**config.mk**
```make
export PLATFORM = sky130hd
export DESIGN_NAME = rom_fetch_unit
export DESIGN_NICKNAME = d
export VERILOG_FILES = /design/src/rtl/rom_fetch_unit.sv
export SDC_FILE = /design/constraint.sdc
export NUM_CORES = 1
export LEC_CHECK = 0
export ABC_AREA = 1
export CAP_MARGIN = 20
export CORE_UTILIZATION = 45
export DETAILED_ROUTE_END_ITERATION = 10
export GPL_TIMING_DRIVEN = 0
export PLACE_DENSITY = 0.68
export SLEW_MARGIN = 10
export SYNTH_ARGS = -nofsm -noshare
export SYNTH_HDL_FRONTEND = slang
export SYNTH_SLANG_ARGS = --single-unit
```
**constraint.sdc**
```tcl
create_clock -name clock -period 5.7 [get_ports clock]
set_input_delay 0.57 -clock clock [delete_from_list [all_inputs] [get_ports clock]]
set_output_delay 0.57 -clock clock [all_outputs]
set_load 0.01 [all_outputs]
```
**src/rtl/rom_fetch_unit.sv**
```systemverilog
// ---------------------------------------------------------------------------
// rom_fetch_unit
//
// Reader side of the 8051 program ROM. This block walks fetch_pc through the
// program ROM, which has a one-cycle registered read. It collects the returned
// bytes in a small prefetch queue. The decoder sees up to three head bytes.
// The decoder retires 0-3 bytes per cycle. A jump redirects fetch and flushes
// the queue.
//
// Parameters
//   DEPTH         prefetch queue depth in bytes (3..7; avail is 3 bits)
//   RESET_VECTOR  first fetch address after reset
//
// Ports
//   clock        in   system clock, all state updates on posedge
//   reset        in   synchronous, active-high
//   rom_addr     out  [15:0] address to the program ROM (equals fetch_pc)
//   rom_data     in   [7:0]  ROM byte for the address sampled at the last edge
//   consume      in   [1:0]  bytes the decoder retires this cycle
//   jump_en      in   redirect fetch this cycle
//   jump_addr    in   [15:0] redirect target
//   byte0..2     out  [7:0]  queue head .. head+2 (8'h00 when not valid)
//   avail        out  [2:0]  valid bytes in the queue
//   head_pc      out  [15:0] code address of byte0
//   consume_err  out  one-cycle pulse when consume exceeds avail
// ---------------------------------------------------------------------------
module rom_fetch_unit #(
    parameter int          DEPTH        = 4,
    parameter logic [15:0] RESET_VECTOR = 16'h0000
) (
    input  logic        clock,
    input  logic        reset,
    output logic [15:0] rom_addr,
    input  logic [7:0]  rom_data,
    input  logic [1:0]  consume,
    input  logic        jump_en,
    input  logic [15:0] jump_addr,
    output logic [7:0]  byte0,
    output logic [7:0]  byte1,
    output logic [7:0]  byte2,
    output logic [2:0]  avail,
    output logic [15:0] head_pc,
    output logic        consume_err
);

    localparam int         QW      = 8 * DEPTH;
    localparam logic [3:0] DEPTH_L = 4'(DEPTH);

    // Control state
    logic [15:0] fetch_pc;
    logic [15:0] head_pc_q;
    logic [2:0]  avail_q;
    logic        inflight_p1;
    logic        consume_err_q;

    // Data state: entry 0 sits in the low byte.
    logic [QW-1:0] queue_q;
    logic [7:0]    byte0_q;
    logic [7:0]    byte1_q;
    logic [7:0]    byte2_q;

    // Next-state signals
    logic [3:0]    occupancy;
    logic          issue;
    logic          push;
    logic          consume_ok;
    logic [1:0]    pop;
    logic          err_next;
    logic [2:0]    tail;
    logic [2:0]    avail_next;
    logic [15:0]   fetch_pc_next;
    logic [15:0]   head_pc_next;
    logic [QW-1:0] queue_shift;
    logic [QW-1:0] lane_mask;
    logic [QW-1:0] lane_data;
    logic [QW-1:0] queue_next;
    logic [7:0]    byte0_next;
    logic [7:0]    byte1_next;
    logic [7:0]    byte2_next;

    assign rom_addr    = fetch_pc;
    assign avail       = avail_q;
    assign head_pc     = head_pc_q;
    assign consume_err = consume_err_q;
    assign byte0       = byte0_q;
    assign byte1       = byte1_q;
    assign byte2       = byte2_q;

    always_comb begin
        // Space is reserved for the byte in flight. A request is therefore
        // only made when the byte is guaranteed a slot on its return.
        occupancy  = {1'b0, avail_q} + {3'b000, inflight_p1};
        issue      = !jump_en && (occupancy < DEPTH_L);

        // A returning byte is dropped when a jump lands in the same cycle.
        // Otherwise it would belong to the old instruction stream.
        push       = inflight_p1 && !jump_en;

        consume_ok = ({1'b0, consume} <= avail_q);
        pop        = (!jump_en && consume_ok) ? consume : 2'd0;
        err_next   = !jump_en && !consume_ok;

        if (jump_en) begin
            avail_next = 3'd0;
        end else begin
            avail_next = avail_q - {1'b0, pop} + {2'b00, push};
        end

        if (jump_en) begin
            fetch_pc_next = jump_addr;
        end else if (issue) begin
            fetch_pc_next = fetch_pc + 16'd1;
        end else begin
            fetch_pc_next = fetch_pc;
        end

        if (jump_en) begin
            head_pc_next = jump_addr;
        end else begin
            head_pc_next = head_pc_q + {14'd0, pop};
        end

        // Retire from the head by shifting down. The incoming byte then
        // lands right behind the surviving entries. The tail index stays
        // below DEPTH because issue reserved the slot.
        queue_shift = queue_q >> {pop, 3'b000};
        tail        = avail_q - {1'b0, pop};
        lane_mask   = {{(QW-8){1'b0}}, 8'hFF} << {tail, 3'b000};
        lane_data   = {{(QW-8){1'b0}}, rom_data} << {tail, 3'b000};
        if (push) begin
            queue_next = (queue_shift & ~lane_mask) | lane_data;
        end else begin
            queue_next = queue_shift;
        end

        // The head bytes are registered from the post-update queue.
        // They are masked to zero past the valid count.
        byte0_next = (avail_next > 3'd0) ? queue_next[7:0]   : 8'h00;
        byte1_next = (avail_next > 3'd1) ? queue_next[15:8]  : 8'h00;
        byte2_next = (avail_next > 3'd2) ? queue_next[23:16] : 8'h00;
    end

    // Stage p0 -> p1: request issued, byte in flight in the ROM
    always_ff @(posedge clock) begin
        if (reset) begin
            fetch_pc      <= RESET_VECTOR;
            head_pc_q     <= RESET_VECTOR;
            avail_q       <= 3'd0;
            inflight_p1   <= 1'b0;
            consume_err_q <= 1'b0;
        end else begin
            fetch_pc      <= fetch_pc_next;
            head_pc_q     <= head_pc_next;
            avail_q       <= avail_next;
            inflight_p1   <= issue;
            consume_err_q <= err_next;
        end
    end

    // Stage p1 -> p2: returned byte captured into the queue
    always_ff @(posedge clock) begin
        queue_q <= queue_next;
    end

    // The head outputs have defined reset values for the decoder.
    // This is why they reset, unlike the queue storage.
    always_ff @(posedge clock) begin
        if (reset) begin
            byte0_q <= 8'h00;
            byte1_q <= 8'h00;
            byte2_q <= 8'h00;
        end else begin
            byte0_q <= byte0_next;
            byte1_q <= byte1_next;
            byte2_q <= byte2_next;
        end
    end

endmodule

```
# After elaboration in Yosys (flattened, before gate mapping)
# Index checks and enable logic that the tools add are counted.
[totals] input_bits=29 ff_bits=93
[classes] muxes=6 order_cmp=5 addsub=5 bitwise_logic=6 reduce_logical=10 n_shift=3
[ops] operator="2-to-1 mux 16 bit" n=3
[ops] operator="bitwise AND 32 bit" n=1
[ops] operator="2-to-1 mux 32 bit" n=1
[ops] operator="NOT 32 bit" n=1
[ops] operator="OR 32 bit" n=1
[ops] operator="left shift 8 x 6 -> 32 bit" n=1
[ops] operator="left shift 8 x 6 -> 32 bit, first input constant" n=1
[ops] operator="right shift 32 x 5 -> 32 bit" n=1
[ops] operator="adder 16 x 1 -> 16 bit, second input constant" n=1
[ops] operator="adder 16 x 2 -> 16 bit" n=1
[ops] operator="> comparator 3 x 1 -> 1 bit, second input constant" n=2
[ops] operator="OR reduction 2 bit" n=3
[ops] operator="adder 3 x 1 -> 4 bit" n=1
[ops] operator="logical AND 1 bit" n=4
[ops] operator="< comparator 4 x 3 -> 1 bit, second input constant" n=1
[ops] operator="adder 3 x 1 -> 3 bit" n=1
[ops] operator="> comparator 3 x 2 -> 1 bit, second input constant" n=1
[ops] operator="<= comparator 2 x 3 -> 1 bit" n=1
[ops] operator="2-to-1 mux 3 bit" n=1
[ops] operator="NOT 1 bit" n=3
[ops] operator="subtractor 3 x 2 -> 3 bit" n=1
[ops] operator="logical NOT 1 bit" n=2
[ops] operator="2-to-1 mux 2 bit" n=1
[ops] operator="nonzero test 2 bit" n=1

# Longest topological paths before layout
# Gate-level depths: netlist (run 1).
[logic_depth] depth_word=9 ltp_mapped=23 ltp_nobuf=20

# Least setup slack after synthesis (run 1)
# OpenSTA, ideal clock, no wires.
[synth_path] path_type="input-to-reg" from="input consume[0]" to="register byte0_q[0] (netlist: byte0[0])" path_buffers=3 t_required_ps=5579 t_arrival_ps=3519 setup_slack_ps=2060 setup_ps=121 cell_stages=18 cell_sequence="buf_2 clkbuf_1 inv_1 ha_1 a21oi_2 nand2_4 nand3_2 buf_2 inv_1 ha_1 fa_1 inv_1 ha_1 xnor2_2 nand2_2 nand2_1 a21oi_4 nor2_1"
[synth_between] elab_chain_len=9
[synth_rtl] element="start, declared" line_no="35" rtl="input logic [1:0] consume,"
[synth_rtl] element="<= comparator 2 x 3 -> 1 bit" line_no="99" rtl="consume_ok = ({1'b0, consume} <= avail_q);"
[synth_rtl] element="logical AND 1 bit" line_no="100" rtl="pop = (!jump_en && consume_ok) ? consume : 2'd0;"
[synth_rtl] element="2-to-1 mux 2 bit (*)" line_no="100"
[synth_rtl] element="subtractor 3 x 2 -> 3 bit" line_no="106, 127"
[synth_rtl] element="adder 3 x 1 -> 3 bit / left shift 8 x 6 -> 32 bit (equally long branches)" line_no="106, 128"
[synth_rtl] element="2-to-1 mux 3 bit / NOT 32 bit (equally long branches)" line_no="103, 131"
[synth_rtl] element="> comparator 3 x 1 -> 1 bit / bitwise AND 32 bit (equally long branches)" line_no="138, 131"
[synth_rtl] element="NOT 1 bit (no line) / OR 32 bit (equally long branches)"
[synth_rtl] element="OR reduction 2 bit (no line) / 2-to-1 mux 32 bit (equally long branches)"
[synth_rtl] element="end signal, assigned" line_no="173" rtl="byte0_q <= byte0_next;"
[synth_rtl] element="end, declared" line_no="58" rtl="logic [7:0] byte0_q;"
# Every way passes the cells marked *; elsewhere a longest branch is shown, timed or not.
# A chain may end at the register's enable or synchronous reset.

# Final worst setup path (run 1)
[layout_path] from="input consume[0]" to="register byte1_q[5] (netlist: byte1[5])"
[layout_between] elab_chain_len=9
[layout_rtl] element="<= comparator 2 x 3 -> 1 bit" line_no="99"
[layout_rtl] element="logical AND 1 bit" line_no="100"
[layout_rtl] element="2-to-1 mux 2 bit (*)" line_no="100"
[layout_rtl] element="subtractor 3 x 2 -> 3 bit" line_no="106, 127"
[layout_rtl] element="adder 3 x 1 -> 3 bit / left shift 8 x 6 -> 32 bit (equally long branches)" line_no="106, 128"
[layout_rtl] element="2-to-1 mux 3 bit / NOT 32 bit (equally long branches)" line_no="103, 131"
[layout_rtl] element="> comparator 3 x 1 -> 1 bit / bitwise AND 32 bit (equally long branches)" line_no="139, 131"
[layout_rtl] element="NOT 1 bit (no line) / OR 32 bit (equally long branches)"
[layout_rtl] element="OR reduction 2 bit (no line) / 2-to-1 mux 32 bit (equally long branches)"
[layout_rtl] element="end signal, assigned" line_no="174" rtl="byte1_q <= byte1_next;"
[layout_rtl] element="end, declared" line_no="59" rtl="logic [7:0] byte1_q;"
# Marked as above.

==> flow_metrics.py, run 1 <==
metrics = {
    "global_routing": {
        "antenna_found_initial": 0,
        "grt_pass1_vias": 4662,
        "grt_max_degree": 18,
        "grt_pass1_wl_mm": 22.2,
        "overflow": 0,
        "grt_util_all_layers": 0.257,
    },
    "clocking": {
        "clock-root-buffer": "clkbuf_8",
        "postCtsHoldBufs": 0,
        "numCtsBuffers": 9,
        "cts_sinks": 93,
        "htree_levels": 3,
        "cts_tree": "yes",
        "clk_pin_slew_ps": 100,
        "ctsResizeCount": 0,
        "clock_latency_ps": 380,
        "post_cts_buffers": 0,
        "clockBufferDepth": 2,
    },
    "placed_design": {
        "placed_cell_area_um2": 5780,
        "gp_congestion": 0.860,
        "port-buffer-count": 86,
        "hpwl_mm": 10.6,
    },
    "synthesis": {
        "yosysMostFrequentCell": "nand2_1",
        "synth_edf_count": 0,
        "yosysWarnings": 0,
        "synth_top_cell_by_area": "dfxtp_1",
        "yosys-top-cells-count": "nand2_1 (139), inv_1 (115), dfxtp_1 (93)",
        "yosysSeqAreaShare": 0.392,
        "synthArstFlopShare": 0,
        "synth_top_cells_by_area": "dfxtp_1 (39%), nand2_1 (11%), inv_1 (9.1%)",
        "syn_area_um2": 4750,
        "synth_seq_cells": 93,
        "synth_cells": 655,
        "syn-num-nets": 694,
        "syn_avg_cell_area_um2": 7.25,
        "synth.top_cell.area_share": 0.392,
        "ys_types": 43,
        "synth_ff_type": "dfxtp_1",
    },
    "sta": {
        "fin_crit_ps": 3960,
        "finalSetupViolCount": 0,
        "final.setup.tns_ps": 0,
        "relSlewSlack": 0.576,
        "drv_slew": 0,
        "tightest_slew_ps": 636,
        "skew_ps": 13.8,
        "fmax_mhz": 252,
        "finalCritPeriodShare": 0.695,
        "finalHoldViolations": 0,
        "rsz0062_at_grt": "false",
    },
    "setup_path": {
        "worstSetupPathType": "in2reg",
        "reg2reg_from": "avail[1]",
        "cp_cell_sequence": "buf_2, clkbuf_1, inv_1, ha_1, a21oi_2, nand2_4, nand3_2, buf_2, inv_1, ha_1, fa_1, inv_1, ha_1, xnor2_2, nand2_2, nand2_1, nand2_1, nor2_1",
        "cp.required_ps": 5990,
        "cp-start-kind": "input pin",
        "reg2reg_depth": 16,
        "slowest_delay_ps": 470,
        "r2r_slack_ps": 2190,
        "critical_path.startpoint": "consume[0]",
        "cp_max_fo": 10,
        "worstPathArrival_ps": 4250,
        "crit_slowest_cell": "fa_1",
        "cp-end-kind": "flop",
    },
    "cells_and_area": {
        "fillers": 995,
        "fin_area_um2": 5960,
        "fin_nets": 791,
        "syn2layout_area_growth_pct": 25.6,
        "final_core_util": 0.580,
        "n_antenna_cell": 0,
        "regArea_um2": 1860,
        "drive_gt1_frac": 0.120,
        "multiInputGateArea_um2": 2250,
    },
    "route": {
        "drc": 0,
        "wl_per_cell_um": 15.0,
        "drt_wl_total_mm": 13.4,
        "postRouteAntennaNets": 0,
        "vias": 4573,
        "drt_iter0_markers": 192,
        "vias_per_cell": 5.12,
        "firstDrtPassIters": 5,
    },
    "floorplan": {
        "core_um2": 10300,
        "dieArea_um2": 11000,
        "fp.dieW_um": 105,
        "fp.dieH_um": 105,
        "pin_count": 89,
        "num_rows": 37,
        "start_util": 0.462,
    },
    "worst_hold_path": {
        "hold_start": "queue_q[27]",
        "min_path_type": "reg2reg",
        "hold-path-cell-count": 2,
    },
    "power_and_ir_drop": {
        "p_leak_nw": 2.71,
        "cellPowerDensity_nw_per_um2": 288,
        "peakVddDrop_mv": 0.134,
    },
    "status": {
        "run_status": "completed",
    },
    "flow_run": {
        "drv_cap": 0,
    },
}
sequential cells by signal, summed over array words and instances (netlist names), 3 cells and up:
signal and cells:
queue_q 32, head_pc 16, rom_addr 16, byte0 8, byte1 8, byte2 8
avail 3
cell families (layout without fill, tap and decap cells):
| family | count (synthesis) | after routing | synth area share |
|---|---|---|---|
| buf+inv | 147 | 249 | 0.133 |
| fa+ha+maj | 10 | 10 | 0.0295 |
| flops | 93 | 93 | 0.392 |
| compound gates | 75 | 75 | 0.0925 |
| simple gates | 324 | 324 | 0.340 |
| xor+xnor | 6 | 6 | 0.0127 |
critical path: cells and delay by family:
family / cells / cell delay, ps
AOI/OAI and AO/OA: 1 / 190
xor gates and xnor gates: 1 / 170
and+or+nand+nor: 6 / 950
adders and majority gates: 4 / 1250
buffers and inverters: 6 / 1120
placed cells by master, fill, tap and decap left out, drive strengths merged:
cell             n
ha               8
fa               2
inv            128
nand3           79
o21ai           25
nand4           31
o31ai            2
nor3b            1
clkdlybuf4s50   86
or2              1
xor2             4
buf             17
nor2            50
nand3b           2
clkinv           2
a21o             1
dfxtp           93
o32ai            2
o211ai           2
xnor2            2
a21oi           24
clkbuf          13
o22ai           14
o311ai           1
nor3             6
o221ai           1
clkinvlp         3
nand2          154
a31oi            3
final timing paths:
kind | to
max | byte1[5]
min | queue_q[27]
max reg2reg | byte1[5]
min reg2reg | queue_q[27]
cell type report:
type	count	share of cell area
multi-input combinational	415	0.378
sequential	93	0.312
timing repair buffer	86	0.144
inverter	126	0.0810
tap	136	0.0285
buffer	21	0.0250
clock buffer	9	0.0208
clock inverter	7	0.0101
metrics by stage:
stage / instances / hold WS (ps) / setup WS (ps) / power (W)
floorplan: 655 / 471 / 2060 / 0.00112
global placement: 877 / 487 / 1400 / 0.00129
detailed placement: 877 / 493 / 1360 / 0.00130
CTS: 893 / 507 / 1730 / 0.00172
global route: 893 / 523 / 1420 / 0.00183
finish: 893 / 513 / 1740 / 0.00172
routing by layer:
metal,GRT usage,wire [um]
met1,0.300,5710
met2,0.459,6660
met3,0.0455,800
met4,0.108,219
met5,0,0
report_power, final:
group | switching [W] | internal (W) | leakage, nW | total, W
registers | 0.0000403 | 0.000750 | 0.767 | 0.000791
clock network | 0.000261 | 0.000165 | 0.0840 | 0.000426
logic | 0.000300 | 0.000202 | 1.86 | 0.000501
No activity file was read; power rests on OpenSTA's default activity.
==> run 2: changes to the inputs <==
Clock period 5.7 ns to 3.85 ns, I/O delays scaled along.
==> run 2 against run 1 <==
Clock skew up 0.58 ps; sequential power up 48%; routed wire length up 0.16%; cell count did not move; critical path type unchanged; critical endpoint unchanged; highest routed layer unchanged.
==> flow_metrics.py, run 2 (synthesized netlist as in run 1, its figures left out) <==
metrics = {
    "status": {
        "run_status": "completed",
    },
    "global_routing": {
        "antenna_found_initial": 0,
        "overflow": 0,
        "grt_pass1_vias": 4662,
        "grt_max_degree": 18,
        "grt_util_all_layers": 0.257,
        "grt_pass1_wl_mm": 22.2,
    },
    "power_and_ir_drop": {
        "power_w": 0.00254,
        "peakVddDrop_mv": 0.198,
        "cellPowerDensity_nw_per_um2": 427,
        "p_leak_nw": 2.71,
    },
    "floorplan": {
        "dieArea_um2": 11000,
        "core_um2": 10300,
        "fp.dieW_um": 105,
        "num_rows": 37,
        "fp.dieH_um": 105,
        "pin_count": 89,
        "start_util": 0.462,
    },
    "cells_and_area": {
        "syn2layout_area_growth_pct": 25.7,
        "largest_register": "queue_q",
        "final_common_cell": "nand2_1",
        "layout_common_cells": "nand2_1 (138), inv_1 (115), dfxtp_1 (93)",
        "largest_register_ffs": 32,
        "n_antenna_cell": 0,
        "drive_gt1_frac": 0.123,
        "fin_area_um2": 5960,
        "fillers": 996,
        "fin_nets": 791,
    },
    "setup_path": {
        "cp-end-kind": "flop",
        "worstPathArrival_ps": 3790,
        "reg2reg_from": "avail[1]",
        "rr_endpoint": "byte1[5]",
        "reg2reg_depth": 16,
        "cp_max_fo": 10,
        "cp.required_ps": 4140,
        "cp-start-kind": "input pin",
        "r2r_slack_ps": 410,
        "worstSetupPathType": "in2reg",
        "worstSetupEndpoint": "byte1[5]",
        "critical_path.startpoint": "consume[1]",
    },
    "placed_design": {
        "port-buffer-count": 86,
        "placed_cell_area_um2": 5780,
        "hpwl_mm": 10.6,
        "gp_congestion": 0.860,
    },
    "clocking": {
        "postCtsHoldBufs": 0,
        "cts_sinks": 93,
        "clock_latency_ps": 380,
        "numCtsBuffers": 9,
        "clock-root-buffer": "clkbuf_8",
        "cts_tree": "yes",
        "clockBufferDepth": 2,
        "clk_pin_slew_ps": 100,
        "htree_levels": 3,
    },
    "route": {
        "drt_wl_total_mm": 13.4,
        "postRouteAntennaNets": 0,
        "drc": 0,
        "vias_per_cell": 5.13,
        "firstDrtPassIters": 5,
        "wl_per_cell_um": 15.0,
        "drt_iter0_markers": 208,
        "vias": 4584,
    },
    "sta": {
        "whs_ps": 332,
        "skew_ps": 14.4,
        "fin_crit_ps": 3500,
        "rsz0062_at_grt": "false",
        "finalSetupViolCount": 0,
        "drv_slew": 0,
        "fmax_mhz": 285,
        "finalCritPeriodShare": 0.910,
        "tightest_slew_ps": 642,
        "finalHoldViolations": 0,
        "relSlewSlack": 0.572,
    },
    "worst_hold_path": {
        "hold_start": "jump_en",
        "min_path_type": "in2reg",
    },
    "flow_run": {
        "drv_cap": 0,
    },
}
run 2: cell count changes in the layout (fill, tap and decap cells not counted), sizes merged:
cell    previous run  this run
buf               17        18
clkbuf            13        12
run 2: stage by stage:
step / setup TNS [ps] / instances / util / setup slack [ps]
after floorplan: 0 / 655 / - / 395
after global placement: -2870 / 877 / 0.562 / -269
after detailed placement: -3950 / 877 / 0.562 / -309
after CTS: 0 / 893 / 0.580 / 68.2
after global routing: 0 / 893 / 0.580 / 86.8
final: 0 / 893 / 0.580 / 347
run 2: what timing repair did:
action / CTS / global route
gates resized for setup: 0 / 4
endpoints found under the setup margin: 0 / 19
setup buffers: 0 / 0
run 2: final cells by class:
type	instances	area (um^2)	share of cell area
multi-input cells	415	2250	0.378
inverters	126	483	0.0810
well taps	136	170	0.0285
clock inverters	7	60.1	0.0101
flip-flops and latches	93	1860	0.312
repair buffers	86	861	0.144
plain buffers	21	150	0.0252
clock buffers	9	124	0.0208
run 2: critical path, cell delays in order:
cell,delay (ps)
clkdlybuf4s50_1,470
ha_1,350
a21oi_2,180
nand2_4,130
nand3_2,130
buf_2,230
inv_1,100
ha_1,200
fa_1,470
inv_1,100
ha_1,250
xnor2_2,170
nand2_2,80
nand2_1,160
nand2_2,160
nor2_1,220
run 2: layer usage:
metal  track usage  vias up  share of wire
met5             0        -              0
met4         0.108        0          0.018
met3        0.0455       23          0.066
met2         0.459      157           0.49
met1         0.300     2102           0.42
li1              -     2302              -
run 2: worst min path at each step:
stage | slack, ps | cells after the start | endpoint
3_3_place_gp | 490 | 2 | queue_q[31]
2_1_floorplan | 470 | 1 | avail[0]
5_1_grt | 360 | 3 | head_pc[10]
4_1_cts | 330 | 3 | head_pc[10]
6_report | 330 | 3 | head_pc[10]
3_5_place_dp | 490 | 2 | queue_q[28]
run 2: report_power, final:
group          internal (W)  switching, W
Combinational      0.000299      0.000446
Clock              0.000243      0.000386
Sequential          0.00111     0.0000601
==> run 3: changes to the inputs <==
Settings changed: CORE_UTILIZATION 45 to 52, PLACE_DENSITY 0.68 to 0.78.
==> run 3 against run 2 <==
Sequential cell count stayed put; setup slack worse by 120 ps; combinational power is 2.8% higher; register-to-register slack worse by 80 ps; clock skew is 2.9 ps lower; critical endpoint is now byte0[3]; highest routed layer unchanged.
==> flow_metrics.py, run 3 (synthesized netlist as in run 1, its figures left out) <==
metrics = {
    "setup_path": {
        "path_buf_inv": 6,
        "cp_max_fo": 10,
        "path_delay_family": "adder cells",
        "cp_cell_sequence": "buf_2, clkbuf_2, inv_1, ha_1, a21oi_2, nand2_4, nand3_2, buf_2, inv_1, ha_1, fa_1, inv_1, ha_1, xnor2_2, nand2_2, nand2_1, a21oi_4, nor2_1",
        "worstPathArrival_ps": 3880,
        "cp-end-kind": "flop",
        "cp-start-kind": "input pin",
        "cp.required_ps": 4110,
        "slowest_delay_ps": 480,
        "worstSetupPathType": "in2reg",
        "crit_slowest_cell": "fa_1",
    },
    "cells_and_area": {
        "layout_common_cells": "nand2_1 (138), inv_1 (115), dfxtp_1 (93)",
        "syn2layout_area_growth_pct": 25.7,
        "largest_register": "queue_q",
        "fillers": 764,
        "fin_cells": 865,
        "largest_register_ffs": 32,
        "n_antenna_cell": 0,
        "fin_nets": 791,
        "final_core_util": 0.681,
        "fin_area_um2": 5970,
        "drive_gt1_frac": 0.123,
        "final_common_cell": "nand2_1",
    },
    "clocking": {
        "clock_latency_ps": 380,
        "cts_sinks": 93,
        "clk_pin_slew_ps": 100,
        "post_cts_buffers": 0,
        "numCtsBuffers": 9,
        "clockBufferDepth": 2,
        "htree_levels": 3,
        "cts_tree": "yes",
        "clock-root-buffer": "clkbuf_8",
    },
    "sta": {
        "rsz0062_at_grt": "false",
        "drv_slew": 0,
        "tightest_slew_ps": 578,
        "relSlewSlack": 0.615,
        "skew_ps": 11.5,
        "fmax_mhz": 276,
        "finalCritPeriodShare": 0.940,
        "finalHoldViolations": 0,
        "fin_crit_ps": 3620,
        "finalSetupViolCount": 0,
    },
    "floorplan": {
        "fp.dieH_um": 97.5,
        "pin_count": 89,
        "num_rows": 34,
        "core_um2": 8760,
        "dieArea_um2": 9510,
        "start_util": 0.542,
        "fp.dieW_um": 97.5,
    },
    "placed_design": {
        "gp_congestion": 0.956,
        "port-buffer-count": 86,
        "hpwl_mm": 10.7,
        "placed_cell_area_um2": 5740,
        "dp.cells": 849,
    },
    "global_routing": {
        "grt_pass1_wl_mm": 23.0,
        "antenna_found_initial": 0,
        "grt_pass1_vias": 4551,
        "overflow": 0,
        "grt_max_degree": 18,
        "grt_util_all_layers": 0.305,
    },
    "power_and_ir_drop": {
        "p_leak_nw": 2.74,
        "peakVddDrop_mv": 0.218,
        "power_w": 0.00265,
        "cellPowerDensity_nw_per_um2": 445,
    },
    "route": {
        "postRouteAntennaNets": 0,
        "vias": 4750,
        "vias_per_cell": 5.49,
        "drt_wl_total_mm": 14.2,
        "drc": 0,
        "wl_per_cell_um": 16.4,
        "firstDrtPassIters": 5,
        "drt_iter0_markers": 427,
    },
    "worst_hold_path": {
        "min_path_type": "in2reg",
    },
    "status": {
        "run_status": "completed",
    },
    "flow_run": {
        "drv_cap": 0,
    },
}
[run 3: worst paths after layout]
check	from	endpoint	slack [ps]	cells after the start
max	consume[0]	byte0[3]	230	18
min	jump_en	head_pc[10]	360	3
max reg2reg	avail[1]	byte0[3]	330	16
min reg2reg	queue_q[26]	queue_q[26]	510	2
[run 3: cell type report]
type,instances,area (um^2),area share
repair buffers,86,861,0.144
clock buffers,10,138,0.0231
multi-input cells,415,2250,0.378
inverters,126,483,0.0810
clock inverters,6,82.6,0.0138
flip-flops and latches,93,1860,0.312
plain buffers,21,150,0.0252
well taps,108,135,0.0227
[run 3: routing by layer]
layer | global-route usage | vias to the layer above | part of all wire
met3 | 0.0640 | 19 | 0.096
met5 | 0 | - | 0
met2 | 0.478 | 256 | 0.46
met1 | 0.425 | 2178 | 0.43
li1 | - | 2297 | -
met4 | 0.0848 | 0 | 0.014
[run 3: per-stage QoR]
step	worst slack (ps)	setup TNS (ps)	hold WS (ps)
2_1_floorplan	395	0	466
3_3_place_gp	-343	-5330	485
3_5_place_dp	-347	-6190	491
4_1_cts	27.5	0	344
5_1_grt	46.4	0	351
6_report	231	0	357
[run 3: power breakdown]
part,internal [W],switching [W]
Sequential,0.00111,0.0000600
Combinational,0.000299,0.000466
Clock,0.000330,0.000387
[run 3: worst register-to-register path, cell delays in order (launching register included)]
cell	delay [ps]
dfxtp_1	370
inv_1	90
ha_1	310
a21oi_2	180
nand2_4	120
nand3_2	130
buf_2	240
inv_1	110
ha_1	200
fa_1	480
inv_1	110
ha_1	260
xnor2_2	150
nand2_2	80
nand2_1	140
a21oi_4	320
nor2_1	100
[run 3: timing repair]
item | 4_1_cts | 5_1_grt
endpoints found under the setup margin | 0 | 22
hold buffers | 0 | 0
gates resized for setup | 0 | 3
